<file path="src/rtl/ram_arbiter.sv">
// Two-master round-robin arbiter and access sequencer in front of a
// single-port word RAM. Each transaction walks IDLE -> ACCESS -> DONE.
// The RAM side is driven from registers. Read data is registered, and the
// owning master gets a one-cycle ack while the FSM is in DONE.
module ram_arbiter #(
  parameter int unsigned WAIT_CYCLES = 1,
  parameter int unsigned CNT_W       = 4
) (
  input  logic        clk,
  input  logic        rst,
  input  logic        m0_req,
  input  logic        m0_we,
  input  logic [31:0] m0_addr,
  input  logic [3:0]  m0_sel,
  input  logic [31:0] m0_wdata,
  output logic [31:0] m0_rdata,
  output logic        m0_ack,
  input  logic        m1_req,
  input  logic        m1_we,
  input  logic [31:0] m1_addr,
  input  logic [3:0]  m1_sel,
  input  logic [31:0] m1_wdata,
  output logic [31:0] m1_rdata,
  output logic        m1_ack,
  output logic        ram_ce,
  output logic        ram_we,
  output logic [31:0] ram_addr,
  output logic [3:0]  ram_sel,
  output logic [31:0] ram_wdata,
  input  logic [31:0] ram_rdata,
  output logic        busy
);

  typedef enum logic [1:0] {IDLE, ACCESS, DONE} state_e;

  state_e             state_q, state_d;
  logic [CNT_W-1:0]   cnt_q, cnt_d;
  logic               last_gnt_q, last_gnt_d;
  logic               owner_q, owner_d;
  logic               ram_ce_q, ram_ce_d;
  logic               ram_we_q, ram_we_d;
  logic [31:0]        ram_addr_q, ram_addr_d;
  logic [3:0]         ram_sel_q, ram_sel_d;
  logic [31:0]        ram_wdata_q, ram_wdata_d;
  logic [31:0]        m0_rdata_q, m0_rdata_d;
  logic [31:0]        m1_rdata_q, m1_rdata_d;
  logic               m0_ack_q, m0_ack_d;
  logic               m1_ack_q, m1_ack_d;
  logic               gnt;

  // State and datapath registers; reset aborts any transaction immediately.
  always_ff @(posedge clk or posedge rst) begin
    if (rst) begin
      state_q     <= IDLE;
      cnt_q       <= '0;
      last_gnt_q  <= 1'b1;
      owner_q     <= 1'b0;
      ram_ce_q    <= 1'b0;
      ram_we_q    <= 1'b0;
      ram_addr_q  <= '0;
      ram_sel_q   <= '0;
      ram_wdata_q <= '0;
      m0_rdata_q  <= '0;
      m1_rdata_q  <= '0;
      m0_ack_q    <= 1'b0;
      m1_ack_q    <= 1'b0;
    end else begin
      state_q     <= state_d;
      cnt_q       <= cnt_d;
      last_gnt_q  <= last_gnt_d;
      owner_q     <= owner_d;
      ram_ce_q    <= ram_ce_d;
      ram_we_q    <= ram_we_d;
      ram_addr_q  <= ram_addr_d;
      ram_sel_q   <= ram_sel_d;
      ram_wdata_q <= ram_wdata_d;
      m0_rdata_q  <= m0_rdata_d;
      m1_rdata_q  <= m1_rdata_d;
      m0_ack_q    <= m0_ack_d;
      m1_ack_q    <= m1_ack_d;
    end
  end

  // Next-state logic: grant and capture in IDLE, count down in ACCESS,
  // set the ack when leaving ACCESS so that it is high for the DONE cycle.
  always_comb begin
    state_d     = state_q;
    cnt_d       = cnt_q;
    last_gnt_d  = last_gnt_q;
    owner_d     = owner_q;
    ram_ce_d    = ram_ce_q;
    ram_we_d    = ram_we_q;
    ram_addr_d  = ram_addr_q;
    ram_sel_d   = ram_sel_q;
    ram_wdata_d = ram_wdata_q;
    m0_rdata_d  = m0_rdata_q;
    m1_rdata_d  = m1_rdata_q;
    m0_ack_d    = 1'b0;
    m1_ack_d    = 1'b0;
    // On a tie, grant the master that was not granted last; otherwise grant
    // whichever master is requesting (1 selects m1).
    gnt         = (m0_req && m1_req) ? ~last_gnt_q : m1_req;
    case (state_q)
      IDLE: begin
        if (m0_req || m1_req) begin
          owner_d     = gnt;
          last_gnt_d  = gnt;
          ram_ce_d    = 1'b1;
          ram_we_d    = gnt ? m1_we    : m0_we;
          ram_addr_d  = gnt ? m1_addr  : m0_addr;
          ram_sel_d   = gnt ? m1_sel   : m0_sel;
          ram_wdata_d = gnt ? m1_wdata : m0_wdata;
          cnt_d       = CNT_W'(WAIT_CYCLES - 1);
          state_d     = ACCESS;
        end
      end
      ACCESS: begin
        if (cnt_q != '0) begin
          cnt_d = cnt_q - CNT_W'(1);
        end else begin
          if (!ram_we_q) begin
            if (owner_q) m1_rdata_d = ram_rdata;
            else         m0_rdata_d = ram_rdata;
          end
          if (owner_q) m1_ack_d = 1'b1;
          else         m0_ack_d = 1'b1;
          ram_ce_d = 1'b0;
          ram_we_d = 1'b0;
          state_d  = DONE;
        end
      end
      DONE:    state_d = IDLE;
      default: state_d = IDLE;
    endcase
  end

  assign m0_rdata  = m0_rdata_q;
  assign m1_rdata  = m1_rdata_q;
  assign m0_ack    = m0_ack_q;
  assign m1_ack    = m1_ack_q;
  assign ram_ce    = ram_ce_q;
  assign ram_we    = ram_we_q;
  assign ram_addr  = ram_addr_q;
  assign ram_sel   = ram_sel_q;
  assign ram_wdata = ram_wdata_q;
  assign busy      = (state_q != IDLE);

endmodule

</file>
<file path="config.mk">
export PLATFORM = sky130hd
export DESIGN_NAME = ram_arbiter
export DESIGN_NICKNAME = d
export VERILOG_FILES = /design/src/rtl/ram_arbiter.sv
export SDC_FILE = /design/constraint.sdc
export NUM_CORES = 1
export LEC_CHECK = 0
export ABC_CLOCK_PERIOD_IN_PS = 4600
export BUFFER_PORTS_ARGS = -buffer_cell sky130_fd_sc_hd__buf_2
export CAP_MARGIN = 20
export CELL_PAD_IN_SITES_DETAIL_PLACEMENT = 0
export CELL_PAD_IN_SITES_GLOBAL_PLACEMENT = 1
export CORE_MARGIN = 8
export CORE_UTILIZATION = 37
export CTS_BUF_LIST = sky130_fd_sc_hd__clkbuf_2
export CTS_CLUSTER_DIAMETER = 200
export DETAILED_ROUTE_END_ITERATION = 8
export PLACE_DENSITY_LB_ADDON = 0.3
export SLEW_MARGIN = 20
export SYNTH_ARGS = -nofsm -noshare
export SYNTH_HDL_FRONTEND = slang
export SYNTH_SLANG_ARGS = --single-unit
</file>
<file path="constraint.sdc">
create_clock -name clk -period 4.6 [get_ports clk]
set_clock_uncertainty 0.15 [all_clocks]
set_input_delay 0.23 -clock clk [delete_from_list [all_inputs] [get_ports clk]]
set_output_delay 0.23 -clock clk [all_outputs]
set_load 0.01 [all_outputs]
</file>
==> results of run 1 <==
## sequential cells by signal (all words and copies together), names as in the netlist
| signal | count |
|---|---|
| cnt_q | 4 |
| last_gnt_q | 1 |
| m0_ack | 1 |
| m0_rdata | 32 |
| m1_ack | 1 |
| m1_rdata | 32 |
| owner_q | 1 |
| ram_addr | 32 |
| ram_ce | 1 |
| ram_sel | 4 |
| ram_wdata | 32 |
| ram_we | 1 |
| state_q | 2 |
## cells in the mapped netlist, types with 2 or more instances
cell and n:
o22ai_1 2, or2_2 3, buf_6 3, mux2_1 2, buf_2 7, o21ai_0 3
ha_1 2, mux2_2 200, nand2b_1 3, nor2_1 3, mux2i_1 2, inv_1 4
buf_4 11, dfrtp_1 143
## final timing paths
check,start,end,slack [ns],cells after the start
min reg2reg,cnt_q[0]$_DFFE_PP0P_,cnt_q[0]$_DFFE_PP0P_,0.36,1
max reg2reg,last_gnt_q$_DFFE_PP1P_,ram_we$_DFFE_PP0P_,1.72,6
min,rst,ram_addr[17]$_DFFE_PP0P_,0.10,3
max in group asynchronous,rst,ram_addr[3]$_DFFE_PP0P_,3.10,4
max,last_gnt_q$_DFFE_PP1P_,ram_we$_DFFE_PP0P_,1.72,6
min in group clk,ram_rdata[8],m1_rdata[8]$_DFFE_PP0P_,0.12,3
## cells by family after synthesis
group	share of synthesized area, %
AOI/OAI and AO/OA	1.27
muxes	36.4
DFF	57.1
adders and majority gates	0.397
and+or+nand+nor	2.14
buffers and inverters	2.70
## tightest hold or removal path, delay by kind of cell
kind / cells / cell delay [ns]
buffers and inverters: 3 / 1.35
## final cells by class
type,instances,area [um2],share of cell area (%)
diodes,1,2.50,0.0248
well taps,220,275,2.73
clock inverters,15,143,1.42
flip-flops and latches,144,3600,35.8
clock buffers,17,85.1,0.845
multi-input cells,234,2540,25.2
inverters,4,20.0,0.199
repair buffers,494,3400,33.8
## what timing repair did
| item | in CTS | in global routing |
|---|---|---|
| resized for setup | 0 | 0 |
| hold endpoints to repair | 248 | 2 |
| buffers inserted | 0 | 0 |
| hold buffers | 177 | 2 |
## power by group through the flow
stage	Clock, mW	Sequential (mW)	Combinational [mW]
2_1_floorplan	0	2.52	1.20
3_3_place_gp	0	2.20	2.44
3_5_place_dp	0	2.23	2.51
4_1_cts	0.737	2.20	2.71
5_1_grt	0.792	2.28	2.86
6_report	0.698	2.19	2.66
## metal layers
| metal | track usage, % | wire [um] | vias to the layer above |
|---|---|---|---|
| li1 | - | - | 2443 |
| met1 | 16.9 | 6740 | 2589 |
| met2 | 34.6 | 11000 | 162 |
| met3 | 5.22 | 917 | 41 |
| met4 | 8.04 | 583 | 0 |
| met5 | 0 | 0 | - |
==> metrics, run 1 <==
outcome finished, final reports clean; max-slew violation count 0; Synth Warn # 0; synthesized flop and latch total 144; combinational power share 48.0%; Cell Area, Placed 8050 um2; commonest non-fill, non-tap cells in the layout 310 x buf_2, 200 x mux2_2, 179 x dlygate4sd3_1, 143 x dfrtp_1, 17 x clkbuf_2; total power 5.55 mW; Post-Synthesis Cell Area 6310 um2; crit path capture type register; PnR worst setup slack 1.72 ns; largest net degree at the start of global routing 112; Hold Path Class input pin to asynchronous set/reset pin; CP startpoint kind register; GR Util All Layers 17.9%; number of remaining DRC errors 0; crit-path leading delay family buffers and inverters; Critical Path RT 5.09 ns; Placed Cells 917; Final Hold Fails 0; final RePlAce weighted congestion 0.828; maximum clock path buffer count 2; Die ar. 21500 um2; worst path buffer plus inverter count 3; # fillers 1352; RSZ-0062 raised after global routing false; Root Buffer clkbuf_2; internal power 3.51 mW; worst-path cell chain a21boi_4 > buf_4 > mux2i_1 > dlygate4sd3_1 > o22ai_1 > dlygate4sd3_1; vias 5235; first-pass GRT wire length 30.8 mm; drt wl/cell 17.0 um; final setup TNS 0 ns; row cnt 47; fin nets 1071; Switch Pwr 2.04 mW; Port Buf Inserts 310; Netlist cell types 30; via-per-instance ratio 4.64; register area share after synthesis 57.1%; 1st-pass router iterations 4; syn avg cell area 15.6 um2; post-route cell area 10100 um2; Layout Cells excl Fill 1129; Sequential Power Share 39.5%; H-tree depth 4; initial antenna violation count 1; post-synth top area share 56.7%; ranking of synthesized cells by area dfrtp_1 57%, mux2_2 36%, buf_4 1.3%; Die X 147 um; fin crit period 2.88 ns; Fin Hold WS 0.105 ns; Async SR Flop Fraction 100%; number of synthesized flops with an enable pin 0; final setup violation count 0; post-route ant nets 0; die height 147 um; DRT iter0 DRCs 96; Clock power frac 12.6%; Crit path arrival time 3.36 ns; LEAKAGE 4.76 nW; Area Growth Syn to Fin 59.6%; post-detail-place hpwl 13.7 mm; clock-pin slew on the worst setup and hold paths 0.25 ns; max-cap violation count 0; TritonCTS clock tree yes; post-synth top area cell dfrtp_1; most used cell, CP dlygate4sd3_1; f_max 0.348 GHz; Slew @ Worst Pin 0.976 ns; Max VDD drop 0.000340 V; Worst-Skew Late Latency 0.71 ns; vias in the first global route 5965; core area 16600 um2; Critical-path top delay cell buf_4; critical path class register to register; Initial Util 37.9%; Relative slew margins 34.9%; global route overflow 0; num ports 311; most common cell after layout, fill and taps aside buf_2; max incr delay on CP 0.64 ns; CP max FO 69; P per Cell Area 551 nW/um2; prevailing post-synth register cell dfrtp_1; sw frac 36.7%; drt total wl 19.2 mm; Place WS 2.27 ns; fin util 60.5%; share of layout cells above drive strength 1 61.3%; total CTS buffers 17; syn_nets 580; crit share post-route 62.5%; Syn Inst Count 404; clk sink count 144
Power figures use the tool's default switching activity.
==> inputs of run 2 (changes only) <==
Settings changed: ABC_CLOCK_PERIOD_IN_PS 4600 to 2400, CORE_UTILIZATION 37 to 33.
Clock period 4.6 ns to 2.4 ns, I/O delays scaled along.
==> run 2 against run 1 <==
The run now fails in clock tree synthesis. Synthesized area unchanged. Synthesized cell count did not move.
==> metrics, run 2 <==
post-cts resize count 0 (unchanged); top post-synthesis cells by count 200 x mux2_2, 143 x dfrtp_1, 11 x buf_4; synthesized flop and latch total 144 (unchanged); Initial Util 33.7% (-4.2 points); num ports 311 (unchanged); number of synthesized flops with an enable pin 0 (unchanged); hold buffer count at cts 194 (+9.6%); Root Buffer clkbuf_2; H-tree depth 4 (unchanged); Placed Cells 933 (+1.7%); maximum clock path buffer count 2 (unchanged); ranking of synthesized cells by area dfrtp_1 57%, mux2_2 36%, buf_4 1.3%; Die X 154 um (+5.2%); Port Buf Inserts 310 (unchanged); die height 154 um (+5.2%); row cnt 50 (+6.4%); stop err [ERROR RSZ-0060] Max buffer count reached.; final RePlAce weighted congestion 0.776 (-6.2%); Last stage clock tree synthesis; Syn Inst Count 404 (unchanged); most numerous cell in the Yosys netlist mux2_2; outcome stopped before the end; Netlist cell types 30 (unchanged); total CTS buffers 17 (unchanged); post-synth top area share 56.7% (unchanged); Post-Synthesis Cell Area 6310 um2 (unchanged); post-detail-place hpwl 14.0 mm (+2.5%); Async SR Flop Fraction 100% (unchanged); clk sink count 144 (unchanged); prevailing post-synth register cell dfrtp_1; syn_nets 580 (unchanged); post-CTS setup buffer count 0 (unchanged); post-synth top area cell dfrtp_1; Synth Warn # 0 (unchanged); register area share after synthesis 57.1% (unchanged); syn avg cell area 15.6 um2 (unchanged)
==> run 2: cell counts after synthesis <==
Identical to the previous run, type by type.
==> run 2: stage by stage <==
step | area [um2] | setup slack (ns)
2_1_floorplan | 6310 | 0.326
3_5_place_dp | 8140 | 0.448
3_3_place_gp | 8140 | 0.492
==> run 2: cell families after synthesis <==
| group | share of synthesized area (%) |
|---|---|
| AOI/OAI and AO/OA | 1.27 |
| DFF | 57.1 |
| and+or+nand+nor | 2.14 |
| adders and majority gates | 0.397 |
| buffers and inverters | 2.70 |
| muxes | 36.4 |
==> inputs of run 3 (changes only) <==
Settings changed: ABC_CLOCK_PERIOD_IN_PS 2400 to 3120, CELL_PAD_IN_SITES_DETAIL_PLACEMENT 0 to not set, CELL_PAD_IN_SITES_GLOBAL_PLACEMENT 1 to not set, CORE_UTILIZATION 33 to 40, CTS_BUF_LIST sky130_fd_sc_hd__clkbuf_2 to not set, CTS_CLUSTER_DIAMETER 200 to not set, PLACE_DENSITY_LB_ADDON 0.3 to 0.15.
Clock period 2.4 ns to 3.12 ns, I/O delays scaled along.
==> run 3 against run 2 <==
The flow now finishes without violations.
==> metrics, run 3 (same netlist as run 1, synthesis figures left out) <==
clock-pin slew on the worst setup and hold paths 0.06 ns; PnR worst setup slack 0.524 ns; commonest non-fill, non-tap cells in the layout 310 x buf_2, 200 x mux2_2, 171 x dlygate4sd3_1, 143 x dfrtp_1, 17 x clkbuf_16; Root Buffer clkbuf_16; Place WS 1.02 ns (+0.574 ns); vias in the first global route 5935; critical path class register to register; Die ar. 20000 um2; post-detail-place hpwl 13.2 mm (-5.7%); clk sink count 144 (unchanged); CP startpoint kind register; GR Util All Layers 19.6%; Hold Path Sink state_q[0]$_DFFE_PP0P_; Reg2Reg Launch Point last_gnt_q$_DFFE_PP1P_; first-pass GRT wire length 31.0 mm; Slew @ Worst Pin 0.717 ns; global route overflow 0; share of layout cells above drive strength 1 61.7%; num ports 311 (unchanged); number of remaining DRC errors 0; via-per-instance ratio 4.63; fin crit period 2.60 ns; fin nets 1064; total CTS buffers 17 (unchanged); Worst-Skew Late Latency 0.41 ns; drt total wl 19.5 mm; row cnt 46 (-8.0%); RSZ-0062 raised after global routing false; die height 142 um (-8.2%); Fin Hold WS 0.0622 ns; worst-case reg-to-reg path depth 5; total power 9.18 mW; Area Growth Syn to Fin 64.4%; # fillers 1196; Die X 142 um (-8.2%); most used cell, CP mux2_2; hold path depth 3; crit path capture type register; CP max FO 63; Crit path arrival time 2.74 ns; initial antenna violation count 0; Max VDD drop 0.000490 V; H-tree depth 4 (unchanged); R2R setup slack 0.52 ns; max-cap violation count 0; drt wl/cell 17.5 um; post-route cell area 10400 um2; Relative slew margins 52.2%; final RePlAce weighted congestion 0.853 (+10%); max-slew violation count 0; post-cts resize count 0 (unchanged); outcome finished, final reports clean; hold buffer count at cts 171 (-12%); worst-path cell chain a21boi_4 > buf_12 > mux2_2 > dlygate4sd3_1 > mux2_2; max incr delay on CP 0.57 ns; final setup violation count 0; core area 15700 um2; maximum clock path buffer count 2 (unchanged); Critical Path RT 3.26 ns; 1st-pass router iterations 4; Final Hold Fails 0; hold path startpoint m1_req; post-route ant nets 0; FF-to-FF End ram_addr[20]$_DFFE_PP0P_; Port Buf Inserts 310 (unchanged); Initial Util 40.3% (+6.6 points); antenna cells 0; most common cell after layout, fill and taps aside buf_2; largest net degree at the start of global routing 89; crit share post-route 83.2%; TritonCTS clock tree yes; Hold Path Class input pin to register; final setup TNS 0 ns; f_max 0.385 GHz; crit-path leading delay family buffers and inverters; post-CTS setup buffer count 0 (unchanged); CP startpoint last_gnt_q$_DFFE_PP1P_; DRT iter0 DRCs 170; Critical-path top delay cell dlygate4sd3_1; Cell Area, Placed 8070 um2 (-0.83%); LEAKAGE 4.86 nW; worst path buffer plus inverter count 2; vias 5177; P per Cell Area 885 nW/um2
## run 3: metal layers
| metal | routed length, um | vias up | GRT usage [%] | share of wire [%] |
|---|---|---|---|---|
| li1 | - | 2419 | - | - |
| met5 | 0 | - | 0 | 0 |
| met1 | 7060 | 2549 | 19.8 | 36 |
| met2 | 10800 | 183 | 36.3 | 55 |
| met4 | 408 | 0 | 8.03 | 2.1 |
| met3 | 1280 | 26 | 6.32 | 6.5 |
## run 3: area by class of cell
type / count / area (um2) / area share, %
clock inverter: 11 / 130 / 1.25
clock buffer: 21 / 460 / 4.44
tap: 216 / 270 / 2.61
sequential: 144 / 3600 / 34.8
inverter: 4 / 18.8 / 0.181
multi-input combinational: 234 / 2540 / 24.5
timing repair buffer: 487 / 3350 / 32.3
## run 3: power by group
group | switching (mW) | internal, mW | total, mW
clock network | 0.775 | 1.22 | 2.00
registers | 0.470 | 2.82 | 3.29
logic | 1.78 | 2.12 | 3.90
## run 3: worst max-delay path by stage
| stage | end | slack (ns) | cells after the start |
|---|---|---|---|
| after global placement | m0_rdata[26]$_DFFE_PP0P_ | 1.09 | 4 |
| final | ram_addr[20]$_DFFE_PP0P_ | 0.52 | 5 |
| after floorplan | cnt_q[0]$_DFFE_PP0P_ | 1.01 | 1 |
| after CTS | ram_addr[5]$_DFFE_PP0P_ | 0.54 | 5 |
| after global routing | ram_addr[20]$_DFFE_PP0P_ | 0.46 | 5 |
| after detailed placement | m0_rdata[22]$_DFFE_PP0P_ | 1.02 | 4 |
## run 3: worst reg2reg max path, delay by kind of cell, from the launching register on
kind,cells,cell delay [ns]
buffers and inverters,2,0.90
muxes,2,0.72
DFF,1,0.38
AOI/OAI and AO/OA,1,0.33
## run 3: stage by stage
stage	std cells	util, %
floorplan	404	-
global placement	914	51.6
detailed placement	914	51.6
CTS	1117	66.3
global route	1117	66.3
finish	1117	66.3
